==> src/rtl/spi_pixel_writer.sv <==
// -----------------------------------------------------------------------------
// spi_pixel_writer
//
// Receives 24-bit command frames over a mode-0 SPI link (MSB first) and turns
// them into single-pixel frame-buffer write requests on the MainClk domain.
//
// Frame layout: [23:22] opcode, [21:19] ignored, [18:0] payload
//   00 SET_ADDR : current address <= payload
//   01 WRITE    : issue write of payload[7:0] at current address, then
//                 post-increment the address (modulo 2^ADDR_W)
//   1x          : reserved, discarded
//
// Ports
//   MainClk  in   system clock, every register lives here
//   Reset    in   asynchronous active-high reset
//   Sclk     in   SPI clock (asynchronous, synchronized internally)
//   Mosi     in   SPI data (asynchronous, synchronized internally)
//   CSel     in   SPI chip select, active low (synchronized internally)
//   WrAddr   out  address of the pending write
//   WrData   out  pixel byte of the pending write
//   WrReq    out  high while a write is pending
//   WrAck    in   one-cycle pulse: pending write consumed
//   Overrun  out  sticky: a WRITE frame was dropped because one was pending
// -----------------------------------------------------------------------------
module spi_pixel_writer #(
    parameter int ADDR_W      = 19,
    parameter int SYNC_STAGES = 2
) (
    input  logic              MainClk,
    input  logic              Reset,
    input  logic              Sclk,
    input  logic              Mosi,
    input  logic              CSel,
    output logic [ADDR_W-1:0] WrAddr,
    output logic [7:0]        WrData,
    output logic              WrReq,
    input  logic              WrAck,
    output logic              Overrun
);

    localparam logic [1:0] OP_SET_ADDR = 2'b00;
    localparam logic [1:0] OP_WRITE    = 2'b01;
    localparam logic [4:0] LAST_BIT    = 5'd23;

    // -------------------------------------------------------------------------
    // Input synchronizers. Each chain is {flops, raw input}; the flops take the
    // low SYNC_STAGES bits (a one-place shift) and the top bit is the
    // synchronized output. This form also holds for SYNC_STAGES == 1.
    // -------------------------------------------------------------------------
    logic [SYNC_STAGES-1:0] sclk_sync_q, mosi_sync_q, csel_sync_q;
    logic [SYNC_STAGES:0]   sclk_chain, mosi_chain, csel_chain;
    logic                   sclk_s, mosi_s, csel_s;
    logic                   sclk_dly_q;
    logic                   sclk_rise;

    assign sclk_chain = {sclk_sync_q, Sclk};
    assign mosi_chain = {mosi_sync_q, Mosi};
    assign csel_chain = {csel_sync_q, CSel};

    assign sclk_s = sclk_chain[SYNC_STAGES];
    assign mosi_s = mosi_chain[SYNC_STAGES];
    assign csel_s = csel_chain[SYNC_STAGES];

    always_ff @(posedge MainClk or posedge Reset) begin
        if (Reset) begin
            sclk_sync_q <= '0;
            mosi_sync_q <= '0;
            // Preset to deselected so reset release never looks like a
            // falling chip select.
            csel_sync_q <= '1;
            sclk_dly_q  <= 1'b0;
        end else begin
            sclk_sync_q <= sclk_chain[SYNC_STAGES-1:0];
            mosi_sync_q <= mosi_chain[SYNC_STAGES-1:0];
            csel_sync_q <= csel_chain[SYNC_STAGES-1:0];
            sclk_dly_q  <= sclk_s;
        end
    end

    // Sclk and Mosi see identical synchronizer delay, so the Mosi value seen
    // alongside the detected edge is the one the master presented at the edge.
    assign sclk_rise = sclk_s & ~sclk_dly_q;

    // -------------------------------------------------------------------------
    // Frame deserializer
    // -------------------------------------------------------------------------
    logic [23:0] frame_q, frame_d;
    logic [4:0]  bit_cnt_q, bit_cnt_d;
    logic        frame_done_q, frame_done_d;

    always_comb begin
        frame_d      = frame_q;
        bit_cnt_d    = bit_cnt_q;
        frame_done_d = 1'b0;
        if (csel_s) begin
            // Deselect drops any partial frame; the shift register contents
            // are irrelevant since only a full 24-bit frame is ever decoded.
            bit_cnt_d = '0;
        end else if (sclk_rise) begin
            frame_d = {frame_q[22:0], mosi_s};
            if (bit_cnt_q == LAST_BIT) begin
                bit_cnt_d    = '0;
                frame_done_d = 1'b1;
            end else begin
                bit_cnt_d = bit_cnt_q + 5'd1;
            end
        end
    end

    always_ff @(posedge MainClk or posedge Reset) begin
        if (Reset) begin
            frame_q      <= '0;
            bit_cnt_q    <= '0;
            frame_done_q <= 1'b0;
        end else begin
            frame_q      <= frame_d;
            bit_cnt_q    <= bit_cnt_d;
            frame_done_q <= frame_done_d;
        end
    end

    // -------------------------------------------------------------------------
    // Decode and write-request handshake. frame_done_q marks the decode cycle;
    // Sclk phases of >= 3 MainClk guarantee frame_q is still intact here.
    // -------------------------------------------------------------------------
    logic [1:0]        opcode;
    logic [ADDR_W-1:0] payload;

    assign opcode  = frame_q[23:22];
    assign payload = ADDR_W'(frame_q[18:0]);

    logic [ADDR_W-1:0] cur_addr_q, cur_addr_d;
    logic [ADDR_W-1:0] wr_addr_q, wr_addr_d;
    logic [7:0]        wr_data_q, wr_data_d;
    logic              wr_req_q, wr_req_d;
    logic              overrun_q, overrun_d;
    logic              slot_free;

    // The pending slot can take a new write if empty or being acked right now.
    assign slot_free = ~wr_req_q | WrAck;

    always_comb begin
        cur_addr_d = cur_addr_q;
        wr_addr_d  = wr_addr_q;
        wr_data_d  = wr_data_q;
        wr_req_d   = wr_req_q;
        overrun_d  = overrun_q;

        if (wr_req_q && WrAck) begin
            wr_req_d = 1'b0;
        end

        if (frame_done_q) begin
            case (opcode)
                OP_SET_ADDR: begin
                    cur_addr_d = payload;
                end
                OP_WRITE: begin
                    if (slot_free) begin
                        wr_addr_d  = cur_addr_q;
                        wr_data_d  = frame_q[7:0];
                        wr_req_d   = 1'b1;
                        cur_addr_d = cur_addr_q + ADDR_W'(1);
                    end else begin
                        // Dropped write leaves the address where it was so the
                        // host can tell exactly which pixel was lost.
                        overrun_d = 1'b1;
                    end
                end
                default: ;
            endcase
        end
    end

    always_ff @(posedge MainClk or posedge Reset) begin
        if (Reset) begin
            cur_addr_q <= '0;
            wr_addr_q  <= '0;
            wr_data_q  <= '0;
            wr_req_q   <= 1'b0;
            overrun_q  <= 1'b0;
        end else begin
            cur_addr_q <= cur_addr_d;
            wr_addr_q  <= wr_addr_d;
            wr_data_q  <= wr_data_d;
            wr_req_q   <= wr_req_d;
            overrun_q  <= overrun_d;
        end
    end

    assign WrAddr  = wr_addr_q;
    assign WrData  = wr_data_q;
    assign WrReq   = wr_req_q;
    assign Overrun = overrun_q;

endmodule
==> config.mk <==
export PLATFORM = sky130hd
export DESIGN_NAME = spi_pixel_writer
export DESIGN_NICKNAME = d
export VERILOG_FILES = /design/src/rtl/spi_pixel_writer.sv
export SDC_FILE = /design/constraint.sdc
export NUM_CORES = 1
export LEC_CHECK = 0
export BUFFER_PORTS_ARGS = -buffer_cell sky130_fd_sc_hd__buf_2
export CAP_MARGIN = 20
export CORE_ASPECT_RATIO = 1.25
export CORE_MARGIN = 2
export CORE_UTILIZATION = 25
export DETAILED_ROUTE_END_ITERATION = 10
export SLEW_MARGIN = 30
export SYNTH_ARGS = -nofsm -noshare
export SYNTH_HDL_FRONTEND = slang
export SYNTH_SLANG_ARGS = --single-unit
==> constraint.sdc <==
create_clock -name MainClk -period 2.8 [get_ports MainClk]
set_input_delay 0.14 -clock MainClk [delete_from_list [all_inputs] [get_ports MainClk]]
set_output_delay 0.14 -clock MainClk [all_outputs]
set_load 0.1 [all_outputs]
======== Word-level counts from Yosys, hierarchy flattened ========
Index checks and enable logic that the tools add are counted.
word-level totals
  bits in registers ....................... 85
  input port bits ......................... 6
  output and inout port bits .............. 29
  logic and storage cells ................. 43
operators by class
  $add $sub $neg .......................... 2
  eq/ne operators ......................... 3
  mux-type cells .......................... 12
  bitwise gates (word level) .............. 6
  reductions and logical operators ........ 8
operators by type and width
  operator                                             count
  one-hot mux 19 bit (2 select lines)                  1
  adder 19 x 1 -> 19 bit, second input constant        1
  two-way mux 19 bit                                   1
  two-way mux 5 bit                                    3
  AND reduction 3 bit                                  3
  two-way mux 1 bit                                    7
  adder 5 x 1 -> 5 bit, second input constant          1
  equality test 5 bit, second input constant           1
  NOT 1 bit                                            4
  nonzero test 2 bit                                   2
  equality test 2 x 1 -> 1 bit, second input constant  1
  logical NOT 2 bit                                    1
  inequality test 2 bit, second input constant         1
  AND reduction 2 bit                                  1
  bitwise AND 1 bit                                    1
  logical AND 1 bit                                    1
  bitwise OR 1 bit                                     1

======== Logic depth before layout (Yosys ltp) ========
Gate-level depths: netlist of run 1.
  depth in word-level cells ............... 5
  gate-level depth with buffers ........... 6
  gate-level depth less buffers ........... 5

======== Least setup slack after synthesis of run 1 ========
Ideal clock, no wire load.
  path kind ............................... reg2reg
  start point ............................. reg wr_req_q, in the netlist WrReq
  end point ............................... reg wr_addr_q[0], in the netlist WrAddr[0]
  arrival ................................. 1.901 ns
  data required time ...................... 2.675 ns
  slack ................................... 0.773 ns
  stages on the path, launching flop included .. 5
  period minus slack after synthesis ...... 2.027 ns
  cells stage by stage .................... dfrtp_1 > and2b_1 > nor2_4 > buf_2 > mux2_2
on the way
  longest elaborated chain between the ends .. 3
RTL lines
  element                        RTL line  RTL
  start: declaration             135       logic wr_req_q, wr_req_d;
  start signal: assignment       186       wr_req_q <= wr_req_d;
  NOT 1 bit                      140       assign slot_free = ~wr_req_q | WrAck;
  bitwise OR 1 bit               140
  AND reduction 3 bit (no line)  -
  end signal: assignment         184       wr_addr_q <= wr_addr_d;
  end: declaration               133       logic [ADDR_W-1:0] wr_addr_q, wr_addr_d;
Every way passes these cells.
A chain may end at the register's enable or synchronous reset.

======== Final worst setup path of run 1 ========
  start point ............................. reg cur_addr_q[0]
  end point ............................... reg cur_addr_q[16]
on the way
  longest elaborated chain between the ends .. 3
RTL lines
  element                              RTL line  RTL
  start: declaration                   132       logic [ADDR_W-1:0] cur_addr_q, cur_addr_d;
  start signal: assignment             183       cur_addr_q <= cur_addr_d;
  adder 19 x 1 -> 19 bit               163       cur_addr_d = cur_addr_q + ADDR_W'(1);
  two-way mux 19 bit                   159       if (slot_free) begin
  one-hot mux 19 bit (2 select lines)  154       case (opcode)
Every way passes these cells. The select of a mux whose other input is x is not followed.

==> results.yml, run 1 <==
sta:
  tns_ns: 0
  worstMarginPinSlew_ns: 0.723
  finalCritPeriodShare: 0.643
  setup_violations: 0
  hold_violations: 0
  drv_slew: 0
  worst_slack_ns: 0.999
  post-route-min-period_ns: 1.80
  slew_headroom: 0.517
  rsz0062_at_grt: "no"
  timing.fmax_mhz: 555
  holdWs_ns: 0.348
  skew_ns: 0.00548
synth:
  synth_most_common_cell: "dfrtp_1"
  ys_warn_count: 0
  synth_top_area_frac: 0.547
  synth_edf_count: 0
  synth_area_um2: 3790
  yosys-top-cells-area: "dfrtp_1, mux2_2, a21oi_1"
  synthCells: 297
  synth_ff_type: "dfrtp_1"
  ys_types: 61
  synth_area_leader_cell: "dfrtp_1"
  synth_commonest_cells: "dfrtp_1, mux2_2, a21oi_1"
  synth-seq-cells: 85
  avgSynthCellArea_um2: 12.8
  async_flop_share: 1.00
  synth_seq_area_share: 0.561
  syn_nets: 305
setup_path:
  r2r_slack_ns: 1.0
  cp_max_fo: 7
  crit_arrival_ns: 2.06
  crit_path_start_kind: "flop"
  path_class: "flop to flop"
  crit_path_cell_trace: "ha_1, nand4_2, nor4_2, nand4_1, a211oi_2"
  cpPeakStageDelay_ns: 0.44
  worst_ep_required_time_ns: 3.05
  crit_path_top_delay_cell: "nor4_2"
  reg2reg_from: "cur_addr_q[0]"
  worst_r2r_endpoint: "cur_addr_q[16]"
  rr_worst_depth: 5
  cp-end-kind: "flop"
power:
  power.density_nw_per_um2: 582
  power_leakage_nw: 2.07
  ir_worst_vdd_mv: 0.220
min_path:
  hold_end: "mosi_sync_q[1]"
  hold_class: "flop to flop"
  hold_path_depth: 0
  min_from: "mosi_sync_q[0]"
die:
  ioPinCount: 35
  die_area_um2: 16200
  initial_core_util: 0.255
  core_area_um2: 14900
  die_w_um: 114
  rows: 50
  die_h_um: 142
clock_tree:
  cts_setup_buffers: 0
  cts-root-buf: "clkbuf_16"
  h-tree-depth: 3
  cts_num_sinks: 85
  clk_pin_slew_ns: 0.06
  cts_max_path_buffers: 2
  ctsHoldBuffers: 4
  clock_latency_ns: 0.34
  cts_resized: 0
  cts_tree: "yes"
  cts_made_buffers: 9
placed_design:
  io_buffers: 34
  routabilityCongestion: 0.843
  hpwlAfterDp_um: 5460
  dp_slack_ns: 1.03
finish:
  area.growth.synth_to_final_pct: 17.3
  n_antenna_cell: 0
  multi_input_area_um2: 1530
  seqCellArea_um2: 2130
  final_nets: 342
  fillers: 1534
  utilization: 0.299
  drive_gt1_frac: 0.360
global_routing:
  grt_pass1_vias: 2508
  grt_pass1_wl_um: 13200
  grt_max_degree: 47
  overflow: 0
  grt_antenna_before_repair: 0
  grt_usage: 0.105
routing:
  vias: 2496
  avgViaCountPerCell: 4.79
  drt-initial-drc-count: 142
  firstDrtPassIters: 4
  drc: 0
  ant_nets: 0
  finalWirelength_um: 7940
  wl_per_cell_um: 15.2
outcome:
  outcome: "complete, no violations"
run:
  max_cap_violations: 0
-- area by class of cell --
| type | instances | share of cell area |
|---|---|---|
| clock inverters | 4 | 0.00506 |
| flip-flops and latches | 85 | 0.478 |
| multi-input cells | 192 | 0.344 |
| repair buffers | 43 | 0.0613 |
| clock buffers | 12 | 0.0576 |
| inverters | 3 | 0.00281 |
| well taps | 182 | 0.0512 |
-- worst max path at each step --
stage | start | endpoint | cells past startpoint
floorplan | Reset | Overrun | 1
global placement | cur_addr_q[0] | cur_addr_q[16] | 5
detailed placement | cur_addr_q[0] | cur_addr_q[16] | 5
CTS | cur_addr_q[0] | cur_addr_q[16] | 5
global route | cur_addr_q[0] | cur_addr_q[16] | 5
finish | cur_addr_q[0] | cur_addr_q[16] | 5
-- logic make-up after synthesis --
family	Yosys count	synth area share
adders and majority gates	2	0.00659
AOI/OAI and AO/OA	55	0.107
and+or+nand+nor	81	0.130
buffers and inverters	20	0.0359
xor gates and xnor gates	1	0.00231
muxes	53	0.157
DFF	85	0.561
-- cell usage in the layout, fill, tap and decap left out, types with 5 or more instances in the layout --
cell and instances:
a21oi_1 18, buf_2 34, clkbuf_16 9, dfrtp_1 83, mux2_2 47, nand2_1 13, nand2b_1 5, nand3_1 11
nand4_1 7, nor2_1 14, o21ai_0 5, o22ai_1 6
-- where the power goes --
part           internal, mW  switching (mW)
sequential             1.29          0.0677
combinational        0.0705          0.0578
clock                 0.644           0.460
-- stage by stage --
stage                     cells  cell area [um^2]  total power [mW]
after CTS                   521              4450              2.63
final                       521              4450              2.59
after detailed placement    501              4130              1.51
after global placement      501              4130              1.50
after floorplan             297              3790              1.45
after global routing        521              4450              2.70
-- flip-flops by register name, indices dropped and copies added, names as in the netlist --
signal        cells
frame_q          24
WrAddr           19
cur_addr_q       19
WrData            8
bit_cnt_q         5
csel_sync_q       2
mosi_sync_q       2
sclk_sync_q       2
Overrun           1
WrReq             1
frame_done_q      1
sclk_dly_q        1
-- worst max-delay path, delay by kind of cell, from the launching register on --
family / cells / cell delay, ns
simple gates: 3 / 0.80
compound gates: 1 / 0.23
flops: 1 / 0.43
fa+ha+maj: 1 / 0.26
-- per-layer routing --
| layer | vias to the layer above | GRT usage | wire length [um] |
|---|---|---|---|
| met1 | 1240 | 0.124 | 3320 |
| met5 | - | 0 | 0 |
| li1 | 1178 | - | - |
| met3 | 15 | 0.0355 | 536 |
| met2 | 63 | 0.169 | 3940 |
| met4 | 0 | 0.0494 | 150 |
Power figures use the tool's default switching activity.
==> run 2, diff against run 1 <==
Settings changed: ABC_AREA from default to 1.
Clock period 2.8 ns to 1.7 ns, I/O delays scaled along.
==> run 2 against run 1 <==
Against the previous run: combinational power up 40%; fmax is 19% higher; sequential share of layout area down 0.98 points; largest cell class unchanged; clock skew rose by 0.0050 ns; global-route usage rose by 0.96 points; critical endpoint unchanged; non-clock buffer count grew 5; utilization rose by 0.54 points.
==> results.yml, run 2 <==
global_routing:
  grt_antenna_before_repair: 0
  grt_usage: 0.114
  grt_max_degree: 43
  grt_pass1_wl_um: 14500
  grt_pass1_vias: 2946
  overflow: 0
die:
  ioPinCount: 35
  die_w_um: 115
  die_area_um2: 16300
  die_h_um: 142
  core_area_um2: 15000
  rows: 50
  initial_core_util: 0.255
setup_path:
  cp-end-kind: "flop"
  path_class: "flop to flop"
  crit_path_top_delay_cell: "dfrtp_1"
  cp_top_family: "simple AND/OR/NAND/NOR gates"
  cp_max_fo: 4
  worst_ep_required_time_ns: 1.99
  crit_top_cell: "nand2_1"
  cpPeakStageDelay_ns: 0.39
  crit_path_start_kind: "flop"
  crit_arrival_ns: 1.80
  path_buf_inv: 0
  crit_path_cell_trace: "ha_1, nand2_2, nor2_4, nand2_1, nor2_1, nand3_1, nand3_1, nand2_1, nand2_1"
sta:
  worstMarginPinSlew_ns: 0.489
  post-route-min-period_ns: 1.52
  drv_slew: 0
  hold_violations: 0
  setup_violations: 0
  rsz0062_at_grt: "no"
  slew_headroom: 0.676
  holdWs_ns: 0.152
  tns_ns: 0
  finalCritPeriodShare: 0.893
  skew_ns: 0.0104
  timing.fmax_mhz: 659
power:
  power.switching_mw: 0.991
  power_frac_clock: 0.463
  ir_worst_vdd_mv: 0.497
  power_leakage_nw: 2.19
  switching_share: 0.232
  sequentialPowerShare: 0.495
  power_mw: 4.27
  p_comb_frac: 0.042
  p_int_mw: 3.28
  power.density_nw_per_um2: 939
clock_tree:
  cts_num_sinks: 85
  cts_max_path_buffers: 2
  clock_latency_ns: 0.35
  cts_setup_buffers: 0
  cts_tree: "yes"
  cts_made_buffers: 9
  h-tree-depth: 3
  cts-root-buf: "clkbuf_16"
  clk_pin_slew_ns: 0.06
finish:
  top_register: "frame_q"
  area.growth.synth_to_final_pct: 19.1
  n_antenna_cell: 0
  final_cell_mix: "nand2_1, dfrtp_1, o21ai_0, inv_1, buf_2"
  drive_gt1_frac: 0.185
  largest_register_ffs: 24
  final_nets: 489
  fillers: 1571
  layout_commonest_cell: "nand2_1"
  utilization: 0.304
synth:
  ys_types: 31
  ys_warn_count: 0
  synth_fa_ha_area_frac: 0.00655
  synth_area_um2: 3820
  synth_commonest_cells: "nand2_1, dfrtp_1, o21ai_0"
  synth_seq_area_share: 0.557
  async_flop_share: 1.00
  syn_nets: 447
  synthCells: 439
  synth_top_family_by_area: "simple AND/OR/NAND/NOR gates"
  synth_compound_area_frac: 0.136
  synthMuxAreaShare: 0.00590
  synth-seq-cells: 85
  synth_ff_type: "dfrtp_1"
  avgSynthCellArea_um2: 8.70
  yosys-top-cells-area: "dfrtp_1, nand2_1, o21ai_0"
  synth_top_area_frac: 0.544
  synth_xor_area_frac: 0.0160
  synth_area_leader_cell: "dfrtp_1"
  synth_most_common_cell: "nand2_1"
  synth_edf_count: 0
  yosys.area_share.simple: 0.198
placed_design:
  hpwlAfterDp_um: 6220
  routabilityCongestion: 0.901
  io_buffers: 34
routing:
  vias: 2973
  avgViaCountPerCell: 4.45
  drc: 0
  wl_per_cell_um: 12.6
  drt-initial-drc-count: 188
  ant_nets: 0
  firstDrtPassIters: 4
  finalWirelength_um: 8440
run:
  max_cap_violations: 0
min_path:
  hold_class: "primary input to flop"
outcome:
  outcome: "complete, no violations"
## run 2: path summary, 6_finish.rpt
check,startpoint,to,slack [ns],cells after the start
setup / recovery,cur_addr_q[1],cur_addr_q[16],0.18,9
hold reg to reg,mosi_sync_q[0],mosi_sync_q[1],0.35,0
setup reg to reg,cur_addr_q[1],cur_addr_q[16],0.18,9
hold / removal,WrAck,Overrun,0.15,4
min in group asynchronous,Reset,sclk_dly_q,0.25,3
max in group asynchronous,Reset,WrAddr[8],0.93,4
## run 2: cells by family after synthesis
group	count (synthesis)
AO/OA/AOI/OAI	96
XOR/XNOR	7
adder cells (fa/ha/maj)	2
buffers and inverters	68
flip-flops	85
multiplexers	2
AND/OR/NAND/NOR	179
## run 2: power by group through the flow
stage          Sequential (mW)  Clock, mW  Combinational (mW)
5_1_grt                   2.12       2.11               0.206
2_1_floorplan             2.14          0               0.115
4_1_cts                   2.11       2.03               0.184
3_5_place_dp              2.15          0               0.176
6_report                  2.11       1.98               0.179
3_3_place_gp              2.15          0               0.174
## run 2: repair_timing
action,CTS,global route
resized for setup,0,1
endpoints found under the setup margin,0,1
endpoints found under the hold margin,15,0
hold buffers,4,0
## run 2: area by class of cell
class | instances | area (um^2) | share of cell area
clock buffer | 9 | 225 | 0.0495
clock inverter | 7 | 72.6 | 0.0160
inverter | 51 | 198 | 0.0435
multi-input combinational | 286 | 1380 | 0.304
sequential | 85 | 2130 | 0.469
tap | 182 | 228 | 0.0501
timing repair buffer | 48 | 310 | 0.0682
## run 2: metal layers
metal,wire (um),up-vias,track usage
met5,0,-,0
met4,272,0,0.0642
met3,286,18,0.0281
met2,4120,51,0.187
met1,3760,1413,0.137
li1,-,1491,-
## run 2: per-stage QoR
step                      setup slack (ns)  std cells  instance area (um^2)
after floorplan                      0.150        439                  3820
after global placement               0.228        648                  4210
after detailed placement             0.210        648                  4210
after CTS                            0.183        668                  4550
after global routing                0.0118        668                  4550
final                                0.183        668                  4550
## run 2: worst register-to-register path, cell delays in order, from the launching register on
cell and delay, ns:
dfrtp_1 0.39, ha_1 0.23, nand2_2 0.10, nor2_4 0.15, nand2_1 0.14, nor2_1 0.17
nand3_1 0.09, nand3_1 0.08, nand2_1 0.05, nand2_1 0.06
